### src/rtl/uart_frame_parser.sv
// uart_frame_parser: drains the UART RX FIFO, parses SOF/LEN/PAYLOAD/CHK
// frames, streams payload bytes over valid/ready and reports per-frame status.
// Optional inter-byte timeout enabled by defining UART_FRAME_TIMEOUT_EN.
module uart_frame_parser #(
  parameter int                 N_BIT       = 8,
  parameter logic [N_BIT-1:0]   SOF_BYTE    = N_BIT'(8'hA5),
  parameter int                 MAX_LEN     = 16,
  parameter int                 TIMEOUT_CYC = 200000
) (
  input  logic             clk,
  input  logic             rst,
  input  logic             rx_empty,
  input  logic [N_BIT-1:0] rx_rd_data,
  input  logic             rx_parity_error,
  input  logic             rx_frame_error,
  output logic             rx_rd_en,
  output logic [N_BIT-1:0] out_data,
  output logic             out_valid,
  output logic             out_last,
  input  logic             out_ready,
  output logic             pkt_done,
  output logic [2:0]       pkt_err
);

  localparam logic [1:0] S_HUNT = 2'd0;
  localparam logic [1:0] S_LEN  = 2'd1;
  localparam logic [1:0] S_PAY  = 2'd2;
  localparam logic [1:0] S_CHK  = 2'd3;

  localparam logic [N_BIT-1:0] MAX_LEN_V = N_BIT'(MAX_LEN);
  localparam logic [N_BIT-1:0] ONE_V     = N_BIT'(1);

  localparam logic [2:0] E_OK   = 3'd0;
  localparam logic [2:0] E_CHK  = 3'd1;
  localparam logic [2:0] E_LINE = 3'd2;
  localparam logic [2:0] E_LEN  = 3'd3;
  localparam logic [2:0] E_TMO  = 3'd4;

  // Elaboration guards: LEN must fit in a byte and the timeout compare needs >= 2.
  if (MAX_LEN < 1 || MAX_LEN >= (1 << N_BIT)) begin : g_bad_max_len
    $error("MAX_LEN out of range for N_BIT");
  end
  if (TIMEOUT_CYC < 2) begin : g_bad_timeout
    $error("TIMEOUT_CYC must be at least 2");
  end

  logic [1:0]       state;
  logic [N_BIT-1:0] acc;
  logic [N_BIT-1:0] cnt;
  logic             rd_pend;   // a pop was issued last cycle; its byte is on rx_rd_data now
  logic             strobe;
  logic             line_err;
  logic             out_free;
  logic             tmo;

  assign strobe   = rd_pend;
  assign line_err = rx_parity_error | rx_frame_error;
  // The output register must be able to take whatever byte the pop returns.
  assign out_free = !out_valid || out_ready;
  assign rx_rd_en = !rst && !rx_empty && !rd_pend && out_free;

`ifdef UART_FRAME_TIMEOUT_EN
  localparam int TMO_W = $clog2(TIMEOUT_CYC + 1);
  localparam logic [TMO_W-1:0] TMO_HIT = TMO_W'(TIMEOUT_CYC - 2);

  logic [TMO_W-1:0] tmo_cnt;
  logic             stall;

  assign stall = out_valid && !out_ready;
  // tmo_cnt is (cycles since last strobe - 1); pkt_done is registered, so
  // firing at TIMEOUT_CYC-2 puts the pulse exactly TIMEOUT_CYC cycles after the strobe.
  assign tmo = (state != S_HUNT) && !strobe && !stall && (tmo_cnt == TMO_HIT);

  // Inter-byte idle counter; consumer backpressure is not the sender's fault.
  always_ff @(posedge clk or posedge rst) begin
    if (rst)                                  tmo_cnt <= '0;
    else if (strobe || stall || state == S_HUNT) tmo_cnt <= '0;
    else                                      tmo_cnt <= tmo_cnt + 1'b1;
  end
`else
  assign tmo = 1'b0;
`endif

  // Frame parser: fetch tracking, state walk, checksum, output register and status pulse.
  always_ff @(posedge clk or posedge rst) begin
    if (rst) begin
      state     <= S_HUNT;
      acc       <= '0;
      cnt       <= '0;
      rd_pend   <= 1'b0;
      out_data  <= '0;
      out_valid <= 1'b0;
      out_last  <= 1'b0;
      pkt_done  <= 1'b0;
      pkt_err   <= E_OK;
    end else begin
      rd_pend  <= rx_rd_en;
      pkt_done <= 1'b0;
      pkt_err  <= E_OK;
      if (out_valid && out_ready) begin
        out_valid <= 1'b0;
        out_last  <= 1'b0;
      end
      if (strobe) begin
        if (line_err) begin
          // Corrupted bytes while hunting are just noise; mid-frame they kill the frame.
          if (state != S_HUNT) begin
            pkt_done <= 1'b1;
            pkt_err  <= E_LINE;
            state    <= S_HUNT;
          end
        end else begin
          case (state)
            S_HUNT: begin
              if (rx_rd_data == SOF_BYTE) begin
                acc   <= '0;
                state <= S_LEN;
              end
            end
            S_LEN: begin
              if (rx_rd_data == '0 || rx_rd_data > MAX_LEN_V) begin
                pkt_done <= 1'b1;
                pkt_err  <= E_LEN;
                state    <= S_HUNT;
              end else begin
                acc   <= rx_rd_data;
                cnt   <= rx_rd_data;
                state <= S_PAY;
              end
            end
            S_PAY: begin
              out_data  <= rx_rd_data;
              out_valid <= 1'b1;
              out_last  <= (cnt == ONE_V);
              acc       <= acc + rx_rd_data;
              cnt       <= cnt - ONE_V;
              if (cnt == ONE_V) state <= S_CHK;
            end
            S_CHK: begin
              pkt_done <= 1'b1;
              pkt_err  <= (rx_rd_data == acc) ? E_OK : E_CHK;
              state    <= S_HUNT;
            end
            default: state <= S_HUNT;
          endcase
        end
      end else if (tmo) begin
        pkt_done <= 1'b1;
        pkt_err  <= E_TMO;
        state    <= S_HUNT;
      end
    end
  end

endmodule
### config.mk
export PLATFORM = sky130hd
export DESIGN_NAME = uart_frame_parser
export DESIGN_NICKNAME = d
export VERILOG_FILES = /design/src/rtl/uart_frame_parser.sv
export SDC_FILE = /design/constraint.sdc
export NUM_CORES = 1
export LEC_CHECK = 0
export BUFFER_PORTS_ARGS = -buffer_cell sky130_fd_sc_hd__buf_2
export CAP_MARGIN = 10
export CORE_ASPECT_RATIO = 1.1
export CORE_MARGIN = 4
export CORE_UTILIZATION = 40
export DETAILED_ROUTE_END_ITERATION = 10
export GPL_TIMING_DRIVEN = 1
export HOLD_SLACK_MARGIN = 0.1
export PLACE_DENSITY = 0.6
export SYNTH_ARGS = -nofsm -noshare
export SYNTH_HDL_FRONTEND = slang
export SYNTH_SLANG_ARGS = --single-unit
### constraint.sdc
create_clock -name clk -period 2 [get_ports clk]
set_input_delay 0.3 -clock clk [delete_from_list [all_inputs] [get_ports clk]]
set_output_delay 0.3 -clock clk [all_outputs]
set_load 0.01 [all_outputs]
# Yosys cells after proc, flatten, opt, wreduce, memory -nomap -nowiden
# Cells that the tools add are included.
# word_totals
mem_count	0
in_bits	14
regBits	33
elab_cells	73
ram_bits	0
romBits	0
latch_bits	0
out_inout_bits	15
# classes
add_sub_neg	2
muxes	29
shifts	0
n_eq_ne	11
magnitude_cmp	1
n_reduce_logical	19
n_div	0
mul	0
n_bitwise	2
# op_table
operator	n
$pmux 8 s3	1
$mux 8	2
$pmux 8 s2	1
$mux 2	7
$mux 1	13
$add 8x8->8	1
$eq 8x1->1 const B	1
$eq 8x8->1	1
$eq 8x8->1 const B	1
$gt 8x5->1 const B	1
$logic_not 8->1	1
$pmux 2 s4	1
$reduce_and 4->1	2
$sub 8x1->8 const B	1
$mux 3	2
$ne 3x3->1 const B	2
$reduce_and 5->1	1
$eq 2x2->1 const B	2
$logic_and 1x1->1	4
$logic_not 1->1	4
$ne 2x2->1 const B	2
$pmux 2 s2	1
$reduce_bool 2->1	2
$reduce_and 3->1	1
8 further kinds	9

# Depth between registers and ports, before layout
# Gate-level depths: netlist (run 1).
# depth
word_depth	6
mapped_depth	8
depth_no_buf	8

# Worst setup path after synthesis (run 1)
# No wires, ideal clock.
# synth_timing
path_kind	reg2reg
startpoint	reg acc[0]
endpoint	reg acc[6]
setup_ns	0.127
n_path_buf	0
path_stages_with_launch	9
t_required_ns	1.873
t_arrival_ns	1.574
period_less_slack_ns	1.700
path_slack_ns	0.300
path_cell_list	dfrtp_1 -> ha_1 -> inv_1 -> fa_1 -> nor2b_1 -> o31ai_1 -> and3_1 -> o31ai_1 -> o21ai_0
# synth_between
elab_chain_cells	2
# synth_lines
item	line_no	text
from (decl)	48	logic [N_BIT-1:0] acc;
from (signal assigned)	126	acc <= rx_rd_data;
from (signal assigned)	135	acc <= acc + rx_rd_data;
$add 8x8->8	135	
$pmux 8 s3	113	case (state)
# No other way between the ends.
# A chain may end at the register's enable or synchronous reset.

# Worst setup path after layout (run 1)
# Same ends and word-level chain as after synthesis.

==> results of run 1 <==
metal layers:
layer | track usage | vias up | wire, um
met1 | 0.2068 | 850 | 2348
met2 | 0.2609 | 36 | 2193
li1 | - | 880 | -
met5 | 0 | - | 0
met3 | 0.03541 | 8 | 199
met4 | 0.06472 | 0 | 98
layout by cell type (no fill, tap or decap), drive strengths merged, types with 3 or more instances in the layout:
master  instances
a31oi           4
nor2b           3
mux2            9
buf            36
nand2          26
nor4            5
a22oi           4
ha             14
inv            14
nor3            4
a21oi           8
o211ai          3
o21ai          17
nand3           8
clkbuf          6
nor2           11
o31ai          12
dfrtp          32
nand2b          3
report_power, final:
group	total, mW	switching [mW]	internal [mW]
combinational	1.11	0.646	0.461
clock	0.468	0.232	0.236
sequential	0.898	0.118	0.780
stage by stage:
stage / setup WS (ns) / std cells
floorplan: 0.2996 / 225
global placement: 0.1219 / 323
detailed placement: 0.05951 / 323
CTS: 0.1345 / 330
global route: 0.03053 / 330
finish: 0.1136 / 330
tightest hold or removal path, delay by kind of cell:
family   cells  cell delay [ns]
buf+inv      3             0.50
state kept, by name, summed over array words and instances (netlist names):
register / flops
acc: 8
out_last: 1
out_data: 8
state: 2
pkt_done: 1
cnt: 8
pkt_err: 2
out_valid: 1
rd_pend: 1
how the worst min path moves through the flow:
stage	to	depth (start not counted)
after floorplan	acc[0]	1
after global placement	pkt_err[1]	3
after detailed placement	pkt_err[1]	3
after CTS	pkt_err[1]	3
after global routing	cnt[7]	3
final	pkt_err[1]	3
layout make-up:
| cell class | instances | area, um2 |
|---|---|---|
| repair buffers | 36 | 215.2 |
| well taps | 72 | 90.09 |
| clock buffers | 6 | 72.57 |
| multi-input cells | 169 | 1220 |
| inverters | 14 | 52.55 |
| flip-flops and latches | 32 | 800.8 |
| fillers | 504 | 2645 |
| clock inverters | 1 | 5.005 |
logic make-up (layout without fill, tap and decap cells):
logic type      count (synthesis)  after routing  synth area share
compound gates                 66             66            0.2169
xor+xnor                        4              4           0.01642
buf+inv                        24             57           0.05334
fa+ha+maj                      15             15           0.09144
other cells                     1              1          0.001757
mux                            11             11           0.06624
simple gates                   72             72            0.1788
flops                          32             32            0.3751
==> flow_summary.rst, run 1 <==
.. list-table::
   :header-rows: 1

   * - Metric
     - Value
   * - Number of buffers added for setup after CTS
     - 0
   * - Number of maximum-capacitance violations
     - 0
   * - Synthesis-to-finish area growth
     - 15.06%
   * - Biggest area consumer among synthesized cells
     - sky130_fd_sc_hd__dfrtp_1
   * - Setup slack on the worst flop-to-flop path
     - ~0.11 ns
   * - Max H-tree Level
     - 2
   * - Period utilisation layout
     - 0.9432
   * - Sequential cell area fraction in the yosys report
     - 0.3751
   * - CORE AREA
     - just over 5000 um2
   * - Critical R2R Capture
     - acc[6]
   * - Minimum clock period
     - between 1.5 and 2 ns
   * - Top cells by area, synth
     - sky130_fd_sc_hd__dfrtp_1 38%, sky130_fd_sc_hd__ha_1 8.2%, sky130_fd_sc_hd__nand2_1 4.4%, sky130_fd_sc_hd__o21ai_0 4.0%, sky130_fd_sc_hd__o31ai_1 3.9%
   * - DRC violation total after the first TritonRoute iteration
     - 98
   * - Worst path arrival time
     - 2.05 ns
   * - ANT nets after route
     - 0
   * - Setup repair after global routing missed its margin
     - false
   * - Total chip power
     - 2.473 mW
   * - Max-slew violation count
     - 0
   * - Instance area at placement
     - between 2000 and 2500 um2
   * - Reg-to-Reg Start
     - acc[0]
   * - Die outline width
     - 77.65 um
   * - Hold violation count in the final report
     - 0
   * - Clock tree buffer depth
     - 2
   * - Via count of the first global-routing pass
     - 1,753
   * - Nature of the critical path endpoint
     - flip-flop
   * - Total routing resource utilization after global routing
     - 0.1609
   * - Final setup violation count
     - 0
   * - Avg Cell Area, Syn
     - 9.487 um2
   * - Vertical extent of the die
     - roughly 85 um
   * - TritonCTS Sinks
     - 32
   * - Total detailed-routing wirelength
     - 4840 um
   * - Number of stages on the worst setup path
     - 8
   * - Ant diodes
     - 0
   * - Cell variety after synth
     - 58
   * - Wire length of the first global-routing pass
     - 8390 um
   * - Critical-path maximum fanout
     - 3
   * - Sum of negative setup slack
     - 0 ns
   * - Hold buffers post-CTS
     - 0
   * - Cell-by-cell listing of the critical path
     - ha_1, inv_1, fa_1, nor2b_1, o31ai_1, a211oi_1, o31ai_1, o21ai_0
   * - WP buf/inv
     - 1
   * - Crit Path Category
     - flip-flop to flip-flop
   * - Gpl congestion
     - 0.8115
   * - Row count
     - 27
   * - Maximum resistive drop on vdd
     - 0.4941 mV
   * - Fin util
     - 0.4815
   * - Average wire per standard cell
     - roughly 15 um
   * - Antenna violations before repair
     - 0
   * - Number of port buffers
     - 27
   * - Post-synthesis cell count
     - 225
   * - Number of register bits inferred by synthesis
     - 32
   * - Count of pins on the block boundary
     - 29
   * - Number of nets in the synthesized netlist
     - approximately 250
   * - Detailed placement HPWL
     - 3618 um
   * - Proportion of synthesized flip-flops having asynchronous set or reset
     - 1.000
   * - Launch point of the worst path
     - acc[0]
   * - Initial core utilization
     - 0.4184
   * - Top delay family on crit path
     - compound AO/OA/AOI/OAI gates
   * - Yosys top cell area share
     - 0.3751
   * - Mapped Area
     - ~2100 um2
   * - Overflow after GRT
     - 0
   * - Top cells by instance count after synthesis
     - 32 x sky130_fd_sc_hd__dfrtp_1, 25 x sky130_fd_sc_hd__nand2_1, 17 x sky130_fd_sc_hd__o21ai_0
   * - Critical path data required time
     - 2.16 ns
   * - Clock tree from TritonCTS
     - yes
   * - Leakage
     - 1.136 nW
   * - R2R cell count
     - 8
   * - Pin count of the biggest net entering global routing
     - 33
   * - DRC violation count after routing
     - 0
   * - Number of warning messages in the yosys log
     - 0
   * - Most frequent cell after synthesis
     - sky130_fd_sc_hd__dfrtp_1
   * - Cell mode on critical path
     - sky130_fd_sc_hd__o31ai_1
   * - Clock Skew
     - 0.003990 ns
   * - EDFF count, synth
     - 0
   * - Number of buffers created by CTS
     - 5
   * - Last element of the critical path
     - acc[6]
   * - Power Dens Cells
     - 1007 nW/um2
   * - Clk Tree Root Cell
     - sky130_fd_sc_hd__clkbuf_8
   * - Drt first pass iters
     - 4
   * - Share of post-route cells with drive strength above 1
     - 0.2403
   * - Cell area after layout
     - 2456 um2
   * - Fmax achieved
     - 0.5301 GHz
   * - Highest-delay cell along the critical path
     - sky130_fd_sc_hd__dfrtp_1
   * - Insertion delay of the later-clocked pin in the worst-skew pair
     - 0.28 ns
   * - Cts repair resizes
     - 0
   * - Primary flip-flop cell chosen by synthesis mapping
     - sky130_fd_sc_hd__dfrtp_1
   * - Clock-pin slew of the registers on the worst-case setup and hold paths
     - 0.07 ns
   * - Total number of vias
     - 1,774
   * - Number of vias per cell after detailed routing
     - roughly 5.4
   * - Largest stage delay on the critical path
     - 0.38 ns
   * - Layout net count
     - between 200 and 300
   * - Final-layout worst hold slack
     - 0.1054 ns
   * - Run status
     - finished, final reports clean
   * - Area of the die
     - 6570 um2
   * - Element type at the critical path start
     - flip-flop
   * - Min-Delay Path Class
     - input port to asynchronous set/reset pin
No activity file was read; power rests on OpenSTA's default activity.
==> run 2: changes to the inputs <==
--- a/config.mk
+++ b/config.mk
@@ -12,2 +12,3 @@
 export CORE_UTILIZATION = 40
+export CTS_CLUSTER_DIAMETER = 60
 export DETAILED_ROUTE_END_ITERATION = 10
==> constraint.sdc (replaced) <==
create_clock -name clk -period 2 [get_ports clk]
set_input_delay 0.2 -clock clk [delete_from_list [all_inputs] [get_ports clk]]
set_output_delay 0.2 -clock clk [all_outputs]
set_load 0.01 [all_outputs]
==> run 2 against run 1 <==
Final cell count is 0.91% higher. Clock-buffer cell count is 2 higher. Power is 2.5% higher. Register-to-register slack better by 0.07 ns. Core utilization is 0.59 points higher. Sequential share of layout area is 0.39 points lower. Die area stayed put. Critical path depth stayed put. Worst hold slack better by 0.12 ns. Routed wire length is 2.1% higher. Largest power group unchanged.
==> flow_summary.rst, run 2 (synthesized netlist as in run 1, its figures left out) <==
.. list-table::
   :header-rows: 1

   * - Metric
     - Value
   * - Number of buffers created by CTS
     - 5
   * - Total routing resource utilization after global routing
     - 0.1621
   * - Clk Tree Root Cell
     - sky130_fd_sc_hd__clkbuf_8
   * - Maximum resistive drop on vdd
     - 0.4510 mV
   * - DRC violation total after the first TritonRoute iteration
     - 89
   * - Hold violation count in the final report
     - 0
   * - DRC violation count after routing
     - 0
   * - Leakage
     - about 1.1 nW
   * - Launch point of the worst path
     - acc[0]
   * - Average wire per standard cell
     - 14.84 um
   * - Count of pins on the block boundary
     - 29
   * - Overflow after GRT
     - 0
   * - Fin util
     - 0.4874
   * - Total detailed-routing wirelength
     - ~4900 um
   * - Leading cell type in the layout, fill and taps excluded
     - sky130_fd_sc_hd__dfrtp_1
   * - Last element of the critical path
     - acc[6]
   * - Run status
     - finished, final reports clean
   * - Ant diodes
     - 0
   * - Clock tree buffer depth
     - 2
   * - Via count of the first global-routing pass
     - 1,731
   * - Critical path data required time
     - 2.16 ns
   * - Final setup violation count
     - 0
   * - Detailed placement HPWL
     - 3583 um
   * - Clock Skew
     - around 0.0037 ns
   * - Initial core utilization
     - 0.4184
   * - Fmax achieved
     - 0.5519 GHz
   * - TritonCTS Sinks
     - 32
   * - Total number of vias
     - roughly 1,800
   * - Leading cell types in the layout, fill and taps excluded
     - 32 x sky130_fd_sc_hd__dfrtp_1, 27 x sky130_fd_sc_hd__buf_2, 25 x sky130_fd_sc_hd__nand2_1, 17 x sky130_fd_sc_hd__o21ai_0
   * - Antenna violations before repair
     - 0
   * - Combinational Power Share
     - 0.440
   * - Layout net count
     - 289
   * - Drt first pass iters
     - 4
   * - R2R cell count
     - 8
   * - Area of the die
     - 6570 um2
   * - Switching component of the power
     - 1.008 mW
   * - Synthesis-to-finish area growth
     - 16.47%
   * - Max H-tree Level
     - 2
   * - Worst path arrival time
     - 1.98 ns
   * - Number of maximum-capacitance violations
     - 0
   * - Wire length of the first global-routing pass
     - 8438 um
   * - Minimum clock period
     - 1.812 ns
   * - Number of buffers added for setup after CTS
     - 0
   * - Post-place setup slack
     - 0.1032 ns
   * - Reg-to-Reg Start
     - acc[0]
   * - Period utilisation layout
     - 0.9060
   * - Clock-pin slew of the registers on the worst-case setup and hold paths
     - 0.07 ns
   * - Crit Path Category
     - flip-flop to flip-flop
   * - ANT nets after route
     - 0
   * - Final Worst Setup Slack
     - 0.1881 ns
   * - Row count
     - 27
   * - Element type at the critical path start
     - flip-flop
   * - Pin count of the biggest net entering global routing
     - 33
   * - Sequential share of power
     - 0.354
   * - Largest registers ranked by flip-flop count
     - acc: 8 flops, cnt: 8 flops, out_data: 8 flops
   * - Critical-path maximum fanout
     - 3
   * - Nature of the critical path endpoint
     - flip-flop
   * - Gpl congestion
     - 0.8199
   * - Clock tree from TritonCTS
     - yes
   * - Share of post-route cells with drive strength above 1
     - 0.2490
   * - Setup slack on the worst flop-to-flop path
     - 0.19 ns
   * - Min-Delay Path Class
     - input port to flip-flop
   * - Max-slew violation count
     - 0
   * - Power Dens Cells
     - roughly 1000 nW/um2
   * - Setup repair after global routing missed its margin
     - false
   * - Insertion delay of the later-clocked pin in the worst-skew pair
     - ~0.28 ns
   * - Die outline width
     - ~78 um
   * - Critical R2R Capture
     - acc[6]
   * - Sum of negative setup slack
     - 0 ns
   * - Number of vias per cell after detailed routing
     - 5.336
   * - Vertical extent of the die
     - 84.62 um
   * - Final-layout worst hold slack
     - around 0.23 ns
   * - Int Power
     - around 1.5 mW
   * - Clock Power Share
     - 0.206
   * - Number of port buffers
     - 27
   * - CORE AREA
     - 5101 um2
   * - Fraction of power spent switching nets
     - 0.3980
run 2: routing by layer:
layer / vias to the layer above / share of wire / GRT usage
met5: - / 0 / 0
met4: 0 / 0.0085 / 0.05016
met3: 4 / 0.036 / 0.03970
met2: 32 / 0.47 / 0.2539
met1: 852 / 0.48 / 0.2195
li1: 889 / - / -
run 2: timing repair:
action	4_1_cts	5_1_grt
endpoints found under the hold margin	33	0
endpoints found under the setup margin	0	1
hold buffers	2	0
gates resized for setup	0	3
run 2: critical path, stage by stage, from the launching register on:
cell and delay, ns:
sky130_fd_sc_hd__dfrtp_1 0.35, sky130_fd_sc_hd__ha_1 0.20, sky130_fd_sc_hd__inv_1 0.07, sky130_fd_sc_hd__fa_2 0.35, sky130_fd_sc_hd__nor2b_2 0.16, sky130_fd_sc_hd__o31ai_2 0.09
sky130_fd_sc_hd__and3_1 0.17, sky130_fd_sc_hd__o31ai_1 0.19, sky130_fd_sc_hd__o21ai_0 0.10
run 2: per-stage QoR:
stage	total power [mW]	std cells	instance area (um2)
6_report	2.534	333	2486
5_1_grt	2.742	333	2486
4_1_cts	2.558	333	2476
3_5_place_dp	2.018	323	2366
3_3_place_gp	2.015	323	2366
2_1_floorplan	1.693	225	2135
run 2: final cells by class:
cell class | instances | area (um2)
fillers | 490 | 2615
multi-input cells | 169 | 1230
flip-flops and latches | 32 | 800.8
repair buffers | 38 | 222.7
clock buffers | 8 | 90.09
well taps | 72 | 90.09
inverters | 14 | 52.55
run 2: worst min path at each step:
stage | start | endpoint | slack [ns] | depth (start not counted)
after floorplan | rst | acc[0] | 0.32 | 1
after global placement | rst | pkt_err[1] | 0.33 | 3
after detailed placement | rst | pkt_done | 0.35 | 3
after CTS | out_ready | out_valid | 0.23 | 3
after global routing | out_ready | out_valid | 0.23 | 3
final | out_ready | out_last | 0.23 | 4
run 2: power groups by stage:
stage / registers [mW] / clock network [mW] / logic [mW]
floorplan: 0.908 / 0 / 0.785
global placement: 0.908 / 0 / 1.11
detailed placement: 0.912 / 0 / 1.11
CTS: 0.900 / 0.543 / 1.12
global route: 0.919 / 0.570 / 1.25
finish: 0.898 / 0.522 / 1.11
==> run 3: changes to the inputs <==
CELL_PAD_IN_SITES_DETAIL_PLACEMENT = 0   (was unset)
CELL_PAD_IN_SITES_GLOBAL_PLACEMENT = 1   (was unset)
PLACE_DENSITY = 0.74   (was 0.6)
==> run 3 against run 2 <==
Sequential share of layout area down 0.57 points. Clock skew grew 0.0038 ns. Design area is 1.8% higher. Critical path type unchanged. Highest routed layer unchanged. Combinational power about the same. Clock power is 17% higher. Core utilization rose by 0.88 points. First-iteration DRC count decreased by 16%. Final cell count rose by 0.60%.
==> flow_summary.rst, run 3 (synthesized netlist as in run 1, its figures left out) <==
.. list-table::
   :header-rows: 1

   * - Metric
     - Value
   * - Antenna violations before repair
     - 0
   * - Total number of vias
     - 1,783
   * - Power Dens Cells
     - 1039 nW/um2
   * - Setup repair after global routing missed its margin
     - false
   * - Final-layout worst hold slack
     - 0.2272 ns
   * - Nature of the critical path endpoint
     - flip-flop
   * - Post-place setup slack
     - 0.1249 ns
   * - Clock-pin slew of the registers on the worst-case setup and hold paths
     - 0.07 ns
   * - Clk Tree Root Cell
     - sky130_fd_sc_hd__clkbuf_8
   * - Die outline width
     - 77.65 um
   * - Clock tree from TritonCTS
     - yes
   * - ANT nets after route
     - 0
   * - Count of pins on the block boundary
     - 29
   * - Area of the die
     - 6570 um2
   * - Via count of the first global-routing pass
     - 1,801
   * - Total routing resource utilization after global routing
     - 0.1613
   * - Clock Skew
     - between 0.007 and 0.008 ns
   * - Period utilisation layout
     - 0.9043
   * - R2R cell count
     - 6
   * - Wire length of the first global-routing pass
     - 8590 um
   * - Sum of negative setup slack
     - 0 ns
   * - Overflow after GRT
     - 0
   * - Min-Delay Path Depth
     - 4
   * - Fmax achieved
     - between 0.5 and 0.6 GHz
   * - CORE AREA
     - 5101 um2
   * - Total chip power
     - approximately 2.6 mW
   * - DRC violation count after routing
     - 0
   * - Hold violation count in the final report
     - 0
   * - Gpl congestion
     - 0.8194
   * - Average wire per standard cell
     - between 10 and 15 um
   * - Element type at the critical path start
     - flip-flop
   * - Min-Delay Path Class
     - input port to flip-flop
   * - Instance area at placement
     - 2394 um2
   * - DRC violation total after the first TritonRoute iteration
     - 75
   * - Leading cell type in the layout, fill and taps excluded
     - sky130_fd_sc_hd__dfrtp_1
   * - Largest registers ranked by flip-flop count
     - acc: 8 flops, cnt: 8 flops, out_data: 8 flops
   * - Detailed placement HPWL
     - 3735 um
   * - Drt first pass iters
     - 4
   * - Number of maximum-capacitance violations
     - 0
   * - Run status
     - finished, final reports clean
   * - Number of port buffers
     - 27
   * - Minimum clock period
     - roughly 1.8 ns
   * - Final setup violation count
     - 0
   * - Worst path arrival time
     - 1.97 ns
   * - Final Worst Setup Slack
     - 0.1915 ns
   * - Crit Path Category
     - flip-flop to flip-flop
   * - Total detailed-routing wirelength
     - between 4000 and 5000 um
   * - Layout net count
     - 291
   * - Critical-path maximum fanout
     - 3
   * - Maximum resistive drop on vdd
     - 0.5349 mV
   * - Synthesis-to-finish area growth
     - 18.58%
   * - Vertical extent of the die
     - 84.62 um
   * - Number of vias per cell after detailed routing
     - 5.322
   * - TritonCTS Sinks
     - 32
   * - Share of post-route cells with drive strength above 1
     - 0.2586
   * - Critical path data required time
     - between 2 and 2.5 ns
   * - Number of buffers created by CTS
     - 5
   * - Initial core utilization
     - 0.4184
   * - Insertion delay of the later-clocked pin in the worst-skew pair
     - around 0.28 ns
   * - Leakage
     - 1.166 nW
   * - Max H-tree Level
     - 2
   * - Leading cell types in the layout, fill and taps excluded
     - 32 x sky130_fd_sc_hd__dfrtp_1, 27 x sky130_fd_sc_hd__buf_2, 25 x sky130_fd_sc_hd__nand2_1, 17 x sky130_fd_sc_hd__o21ai_0
   * - Pin count of the biggest net entering global routing
     - 33
   * - Row count
     - 27
   * - Max-slew violation count
     - 0
   * - Clock tree buffer depth
     - 2
   * - Ant diodes
     - 0
   * - Cell area after layout
     - 2531 um2
[run 3: final timing paths]
check,from,to,slack (ns)
hold reg to reg,acc[4],acc[4],0.48
max in group asynchronous,rst,acc[3],1.14
hold / removal,out_ready,out_last,0.23
min in group asynchronous,rst,cnt[5],0.56
setup / recovery,acc[1],acc[7],0.19
setup reg to reg,acc[1],acc[7],0.19
[run 3: layout make-up]
class	instances	area [um2]
Inverter	14	52.55
Tap cell	72	90.09
Sequential cell	32	800.8
Multi-Input combinational cell	169	1230
Fill cell	496	2570
Clock buffer	6	72.57
Timing Repair Buffer	40	250.2
Clock inverter	2	35.03
[run 3: layer usage]
metal / share of wire / wire length [um] / GRT usage / vias to the layer above
li1: - / - / - / 891
met2: 0.48 / 2359 / 0.2827 / 39
met1: 0.47 / 2346 / 0.1985 / 849
met3: 0.042 / 208 / 0.03004 / 4
met5: 0 / 0 / 0 / -
met4: 0.0089 / 44 / 0.05016 / 0
[run 3: power breakdown]
group / switching, mW / internal (mW) / total [mW]
Clock: 0.239 / 0.370 / 0.609
Combinational: 0.659 / 0.476 / 1.14
Sequential: 0.106 / 0.780 / 0.886
Total: 1.00 / 1.63 / 2.63
[run 3: timing repair]
item | CTS | global route
endpoints found under the hold margin | 33 | 0
setup endpoints to repair | 0 | 2
hold buffers | 2 | 0
buffers inserted | 0 | 0
gates resized for setup | 0 | 3
[run 3: critical path: stages (launching register included)]
cell	delay [ns]
sky130_fd_sc_hd__dfrtp_1	0.40
sky130_fd_sc_hd__ha_1	0.31
sky130_fd_sc_hd__a211oi_1	0.32
sky130_fd_sc_hd__o211ai_1	0.18
sky130_fd_sc_hd__a21o_1	0.18
sky130_fd_sc_hd__a32oi_1	0.22
sky130_fd_sc_hd__o31ai_2	0.07
[run 3: stage by stage]
step                utilization  cells
floorplan                     -    225
CTS                      0.4942    335
global route             0.4962    335
finish                   0.4962    335
detailed placement       0.4692    325
global placement         0.4692    325
